`src/rtl/mac6343_acc.sv`:
```
`default_nettype none
// ============================================================================
//  Module   : mac6343_acc
//  Purpose  : Two-stage signed multiply-accumulate for mod-6343 dot products.
//             Stage 1 registers the 26-bit product of two 13-bit signed
//             operands. Stage 2 accumulates products into a 35-bit signed
//             sum and presents the result on the last term of each dot
//             product with a valid/ready handshake.
//  Ports    : clk        - clock, rising edge
//             Reset      - synchronous, active-high reset
//             in_a/in_b  - 13-bit signed operands
//             in_valid   - operands and in_last valid this cycle
//             in_last    - final term of the current dot product
//             in_ready   - block accepts a beat this cycle
//             out_sum    - 35-bit signed dot-product sum
//             out_valid  - out_sum holds an unconsumed result
//             out_ready  - downstream consumes out_sum this cycle
//             ovf        - sticky term-count overflow flag
//  Options  : MAC6343_TERMCNT_EN - builds the 11-bit term counter that drives
//             ovf; when undefined ovf is tied to 0.
//  Revision : 1.0 - initial release
// ============================================================================
module mac6343_acc #(
  parameter int MAX_TERMS = 1023
) (
  input  logic               clk,
  input  logic               Reset,
  input  logic signed [12:0] in_a,
  input  logic signed [12:0] in_b,
  input  logic               in_valid,
  input  logic               in_last,
  output logic               in_ready,
  output logic signed [34:0] out_sum,
  output logic               out_valid,
  input  logic               out_ready,
  output logic               ovf
);

  logic               r_s1Valid;
  logic               r_s1Last;
  logic signed [25:0] r_s1Prod;
  logic signed [34:0] r_acc;
  logic signed [34:0] r_outSum;
  logic               r_outValid;

  logic               w_stall;
  logic               w_accept;
  logic               w_load;
  logic signed [25:0] w_prod;
  logic signed [34:0] w_s1Ext;

  // Only a pending last product can be blocked: it needs the output register,
  // which is still occupied by an unconsumed result.
  assign w_stall  = r_s1Valid & r_s1Last & r_outValid & ~out_ready;
  assign in_ready = ~w_stall;
  assign w_accept = in_valid & in_ready;
  assign w_load   = ~w_stall & r_s1Valid & r_s1Last;

  assign w_prod   = 26'(in_a) * 26'(in_b);
  assign w_s1Ext  = {{9{r_s1Prod[25]}}, r_s1Prod};

  assign out_sum   = r_outSum;
  assign out_valid = r_outValid;

  always_ff @(posedge clk) begin
    if (Reset) begin
      r_s1Valid  <= 1'b0;
      r_s1Last   <= 1'b0;
      r_s1Prod   <= '0;
      r_acc      <= '0;
      r_outSum   <= '0;
      r_outValid <= 1'b0;
    end else begin
      if (!w_stall) begin
        r_s1Valid <= w_accept;
        if (w_accept) begin
          r_s1Prod <= w_prod;
          r_s1Last <= in_last;
        end
        if (r_s1Valid) begin
          if (r_s1Last) begin
            // Closing term: publish the final sum and start the next
            // dot product from zero in the same cycle.
            r_outSum <= r_acc + w_s1Ext;
            r_acc    <= '0;
          end else begin
            r_acc <= r_acc + w_s1Ext;
          end
        end
      end
      // A load wins over a consume so back-to-back results have no bubble.
      if (w_load) begin
        r_outValid <= 1'b1;
      end else if (out_ready) begin
        r_outValid <= 1'b0;
      end
    end
  end

`ifdef MAC6343_TERMCNT_EN
  localparam logic [10:0] c_MAX_CNT = 11'(MAX_TERMS);

  logic [10:0] r_termCnt;
  logic        r_ovf;

  always_ff @(posedge clk) begin
    if (Reset) begin
      r_termCnt <= '0;
      r_ovf     <= 1'b0;
    end else if (w_accept) begin
      if (r_termCnt == c_MAX_CNT) begin
        r_ovf <= 1'b1;
      end
      if (in_last) begin
        r_termCnt <= '0;
      end else if (r_termCnt != '1) begin
        // Saturate so a runaway stream cannot wrap back under the limit.
        r_termCnt <= r_termCnt + 11'd1;
      end
    end
  end

  assign ovf = r_ovf;
`else
  // MAX_TERMS only matters when the counter is built; both branches tie ovf
  // off so the flag reads 0 regardless of the configured limit.
  if (MAX_TERMS > 0) begin : g_ovfTied
    assign ovf = 1'b0;
  end else begin : g_ovfTiedNoLimit
    assign ovf = 1'b0;
  end
`endif

endmodule
`default_nettype wire

```
`config.mk`:
```
export PLATFORM = sky130hd
export DESIGN_NAME = mac6343_acc
export DESIGN_NICKNAME = d
export VERILOG_FILES = /design/src/rtl/mac6343_acc.sv
export SDC_FILE = /design/constraint.sdc
export NUM_CORES = 1
export LEC_CHECK = 0
export CORE_AREA = 2 2 143 145
export DETAILED_ROUTE_END_ITERATION = 16
export DIE_AREA = 0 0 145 147
export MAX_ROUTING_LAYER = met4
export PLACE_DENSITY_LB_ADDON = 0.1
export SETUP_SLACK_MARGIN = 0.02
export SKIP_CTS_REPAIR_TIMING = 1
export SYNTH_ARGS = -nofsm -noshare
export SYNTH_HDL_FRONTEND = slang
export SYNTH_SLANG_ARGS = --single-unit
```
`constraint.sdc`:
```
create_clock -name clk -period 10.6 [get_ports clk]
set_input_delay 2.65 -clock clk [delete_from_list [all_inputs] [get_ports clk]]
set_output_delay 2.65 -clock clk [all_outputs]
set_load 0.01 [all_outputs]
```
Word level (Yosys, flattened, before mapping) --
Cells that the tools add are included.
Operators by class: $add $sub $neg 1, multiply operators 1, reduce and logical (&&, ||, !) cells 4, mux-type cells 3, bitwise operators 8
Operators with widths (count):
- 35-bit by 26-bit adder with 35-bit output | 1
- 35-bit two-way mux | 1
- 13-bit by 13-bit multiplier with 26-bit output | 1
- 1-bit AND | 6
- 2-bit AND reduction | 2
- 3-bit AND reduction | 1
- 1-bit two-way mux | 2
- 1-bit inverter | 2
- 2-bit nonzero test | 1
Word-level totals: word-level logic and storage cells 23, register bits 99, output and inout port bits 38

Depth between registers and ports, before layout --
depth after elaboration 7, gate-level depth with buffers 24

Worst setup path after synthesis --
OpenSTA, ideal clock, no wires.
path kind input to register, start point input port in_a[12], end point register r_s1Prod[22], setup time 0.062 ns, buffers on the path 1, setup slack 2.721 ns, stages 18, arrival time 7.817 ns, required time 10.538 ns, path through clkbuf_1 > nand2_1 > fa_1 > fa_1 > inv_1 > fa_1 > fa_1 > inv_1 > fa_1 > inv_1 > ha_1 > ha_1 > and3_1 > a221o_1 > a31oi_1 > o21ai_0 > or4_1 > nand3_1
On the way: cells in the longest elaborated chain, start to end 1
RTL lines:
- start: declaration | line 28 | input logic signed [12:0] in_a,
- 13-bit by 13-bit multiplier with 26-bit output | line 59 | assign w_prod = 26'(in_a) * 26'(in_b);
- end signal: assignment | line 77 | r_s1Prod <= w_prod;
- end: declaration | line 41 | logic signed [25:0] r_s1Prod;
Every way passes these cells. A chain may end at the register's enable or synchronous reset.

Worst setup path in the final report --
start point input port in_a[7], end point register r_s1Prod[24]
Same word-level chain as after synthesis.

==> results.py <==
metrics = {
    "status": {
        "status": "complete, no violations",
    },
    "yosys": {
        "async_flop_share_pct": 0,
        "syn_inst": 1327,
        "synth-seq-area-share_pct": 17.2,
        "mappedNetlistArea_mm2": 0.0115,
        "yosysUniqueCellTypes": 66,
        "ys_ff_latch": 99,
        "synthTopCellsByArea": "fa_1 (28%), dfxtp_1 (17%), ha_1 (11%)",
        "syn-mean-instance-area_um2": 8.67,
        "synth_ff_type": "dfxtp_1",
        "ys_warn_count": 0,
        "synth_top_area_share_pct": 28.4,
        "synth_largest_area_cell": "fa_1",
        "synth_edf_count": 0,
        "synth_nets": 1622,
    },
    "sta": {
        "slew_viol_final": 0,
        "rsz0062_at_grt": "false",
        "max_slew.worst_pin.slew_ns": 1.22,
        "relSlewSlack_pct": 18.5,
        "setup-violations-final": 0,
        "setup-tns-final_ns": 0,
        "hold_viol": 0,
        "period_minus_slack_ns": 8.52,
        "timing.final.ws_setup_ns": 2.08,
        "finalCritPeriodShare_pct": 80.4,
        "max_freq_ghz": 0.117,
        "final.setup_skew_ns": 0.00859,
    },
    "final_layout": {
        "syn2layout_area_growth_pct": 9.59,
        "fin_nets": 1644,
        "final_layout_size_suffix_gt1_share_pct": 2.81,
        "diodes": 0,
    },
    "power": {
        "powerDensity_mw_per_mm2": 282,
        "ir_worst_vdd_v": 0.000216,
        "leakagePower_uw": 0.00584,
    },
    "placed_design": {
        "dpl_worst_slack_ns": 1.72,
        "gp_congestion": 0.926,
        "place_hpwl_mm": 19.4,
        "io_buffers": 67,
    },
    "floorplan": {
        "fp.dieW_um": 145,
        "placement_rows": 52,
        "io_pins": 69,
        "initial_utilization_pct": 58.0,
        "fp.dieH_um": 147,
        "die-area_mm2": 0.0213,
        "core_area_mm2": 0.0198,
    },
    "critical_path": {
        "crit_type": "input pin to flop",
        "cp_slowest_cell": "clkdlybuf4s50_1",
        "cp.arrival_ns": 8.77,
        "crit_chain": "clkdlybuf4s50_1, and2_1, fa_1, inv_1, fa_1, inv_1, fa_1, inv_1, fa_1, inv_1, fa_1, ha_1, ha_1, nand3_1, o211ai_1, nor2b_1, o31ai_1, a21o_1, a31oi_1, o21ai_0, nor3_1, o41ai_1",
        "end_kind": "flop",
        "crit_fanout": 13,
        "cpMostUsedCell": "fa_1",
        "worst_path_largest_cell_delay_ns": 0.64,
        "required_ns": 10.84,
        "worst_setup_path_start_kind": "input pin",
    },
    "route": {
        "routed_wl_mm": 24.1,
        "first_pass_iters": 6,
        "drc": 0,
        "ant_nets": 0,
        "avgViaCountPerCell": 5.40,
        "wl_per_cell_um": 14.9,
        "num_vias": 8759,
        "drt_iter0_drc": 358,
    },
    "grt": {
        "grt_pass1_vias": 8952,
        "grt_overflow_total": 0,
        "grt_pass1_wl_mm": 42.3,
        "antenna_found_initial": 0,
        "grt_start_max_net_pins": 89,
        "grt_use_total_pct": 24.4,
    },
    "clock_network": {
        "cts_root_buf": "clkbuf_16",
        "h-tree-depth": 3,
        "clockBufferDepth": 2,
        "cts_buffers": 9,
        "clock_latency_ns": 0.34,
        "cts_tree": "done",
        "cts_num_sinks": 99,
        "cts.clk_slew.worst_paths_ns": 0.07,
    },
    "min_path": {
        "min_path_type": "flop to flop",
    },
    "run": {
        "drv_cap": 0,
    },
}
[critical path, delay by kind of cell]
| family | cells | cell delay [ns] |
|---|---|---|
| fa+ha+maj | 7 | 3.11 |
| compound gates | 6 | 1.57 |
| simple gates | 4 | 0.57 |
| buf+inv | 5 | 0.85 |
[cells in the mapped netlist (4+ instances only)]
cell,n
nor2b_1,17
o21bai_1,10
nand2_1,194
o21a_1,8
xnor2_1,36
fa_1,163
and2_1,77
a21o_1,17
clkbuf_1,57
and3_1,10
inv_1,181
a21oi_1,86
o211ai_1,6
ha_1,101
nand3b_1,8
nor2_1,54
a22oi_1,23
or3_1,5
xor2_1,11
nand3_1,28
a32o_1,4
o21ai_0,28
a211oi_1,6
dfxtp_1,99
a31oi_1,7
nand2b_1,6
nor3_1,21
[cell usage in the layout (no fill, tap or decap), types with 4 or more instances in the layout]
| cell type | Yosys | routed |
|---|---|---|
| nand2_1 | 194 | 193 |
| nor2b_1 | 17 | 17 |
| nand3b_1 | 8 | 8 |
| nand3_1 | 28 | 28 |
| inv_1 | 181 | 181 |
| buf_4 | 1 | 6 |
| nor2_1 | 54 | 53 |
| and3_1 | 10 | 10 |
| ha_1 | 101 | 101 |
| dfxtp_1 | 99 | 99 |
| clkbuf_16 | 0 | 9 |
| o21a_1 | 8 | 8 |
| clkdlybuf4s50_1 | 0 | 66 |
| o21ai_0 | 28 | 28 |
| fa_1 | 163 | 163 |
| a31oi_1 | 7 | 7 |
| a32o_1 | 4 | 4 |
| xnor2_1 | 36 | 36 |
| a211oi_1 | 6 | 6 |
| nand2b_1 | 6 | 6 |
| xor2_1 | 11 | 11 |
| o211ai_1 | 6 | 6 |
| a21oi_1 | 86 | 86 |
| a22oi_1 | 23 | 23 |
| nor3_1 | 21 | 21 |
| or3_1 | 5 | 5 |
| and2_1 | 77 | 77 |
| o21bai_1 | 10 | 10 |
| a21o_1 | 17 | 17 |
[state kept, by name (all words and copies together) (netlist names)]
signal	cells
out_sum	35
out_valid	1
r_acc	35
r_s1Last	1
r_s1Prod	26
r_s1Valid	1
[cell type report]
| type | instances | area (µm²) |
|---|---|---|
| Clock buffer | 11 | 243 |
| Clock inverter | 4 | 51.3 |
| Fill cell | 1800 | 7240 |
| Inverter | 182 | 683 |
| Multi-Input combinational cell | 984 | 8590 |
| Sequential cell | 99 | 1980 |
| Tap cell | 270 | 338 |
| Timing Repair Buffer | 73 | 711 |
[power breakdown]
group | internal [µW] | switching (µW)
Sequential | 421 | 30.2
Combinational | 1260 | 1520
Clock | 188 | 135
Total | 1870 | 1680
[metrics by stage]
stage / util (%) / power (µW) / area [µm²] / cells / hold WS (ns)
5_1_grt: 63.5 / 4030 / 12600 / 1623 / 0.471
6_report: 63.5 / 3550 / 12600 / 1623 / 0.451
3_3_place_gp: 62.0 / 3200 / 12300 / 1608 / 0.441
4_1_cts: 63.5 / 3590 / 12600 / 1623 / 0.454
2_1_floorplan: - / 2700 / 11500 / 1327 / 0.436
3_5_place_dp: 62.0 / 3240 / 12300 / 1608 / 0.446
[worst paths after layout]
path / slack (ns) / from / endpoint / cells past startpoint
worst min register to register: 0.45 / out_sum[6]$_SDFFE_PP0P_ / out_sum[6]$_SDFFE_PP0P_ / 2
worst min-delay path: 0.45 / out_sum[6]$_SDFFE_PP0P_ / out_sum[6]$_SDFFE_PP0P_ / 2
worst max register to register: 7.35 / r_s1Prod[0]$_SDFFE_PP0P_ / r_acc[34]$_SDFFE_PP0P_ / 11
worst max-delay path: 2.08 / in_a[7] / r_s1Prod[24]$_SDFFE_PP0P_ / 22
[cells by family after synthesis]
kind of cell / after synthesis / synth area share, %
xor+xnor: 47 / 3.58
mux: 1 / 0.0979
flops: 99 / 17.2
buf+inv: 244 / 8.07
fa+ha+maj: 264 / 39.4
compound gates: 230 / 13.2
simple gates: 441 / 18.4
other cells: 1 / 0.0326
[metal layers]
layer | global-route usage, % | share of wire (%) | wire (µm)
met2 | 39.4 | 46 | 11200
met3 | 2.36 | 3.8 | 925
met4 | 5.59 | 0.97 | 233
met1 | 33.8 | 49 | 11800
met5 | - | 0 | 0
Note: power is estimated with default switching activity, not from simulation.
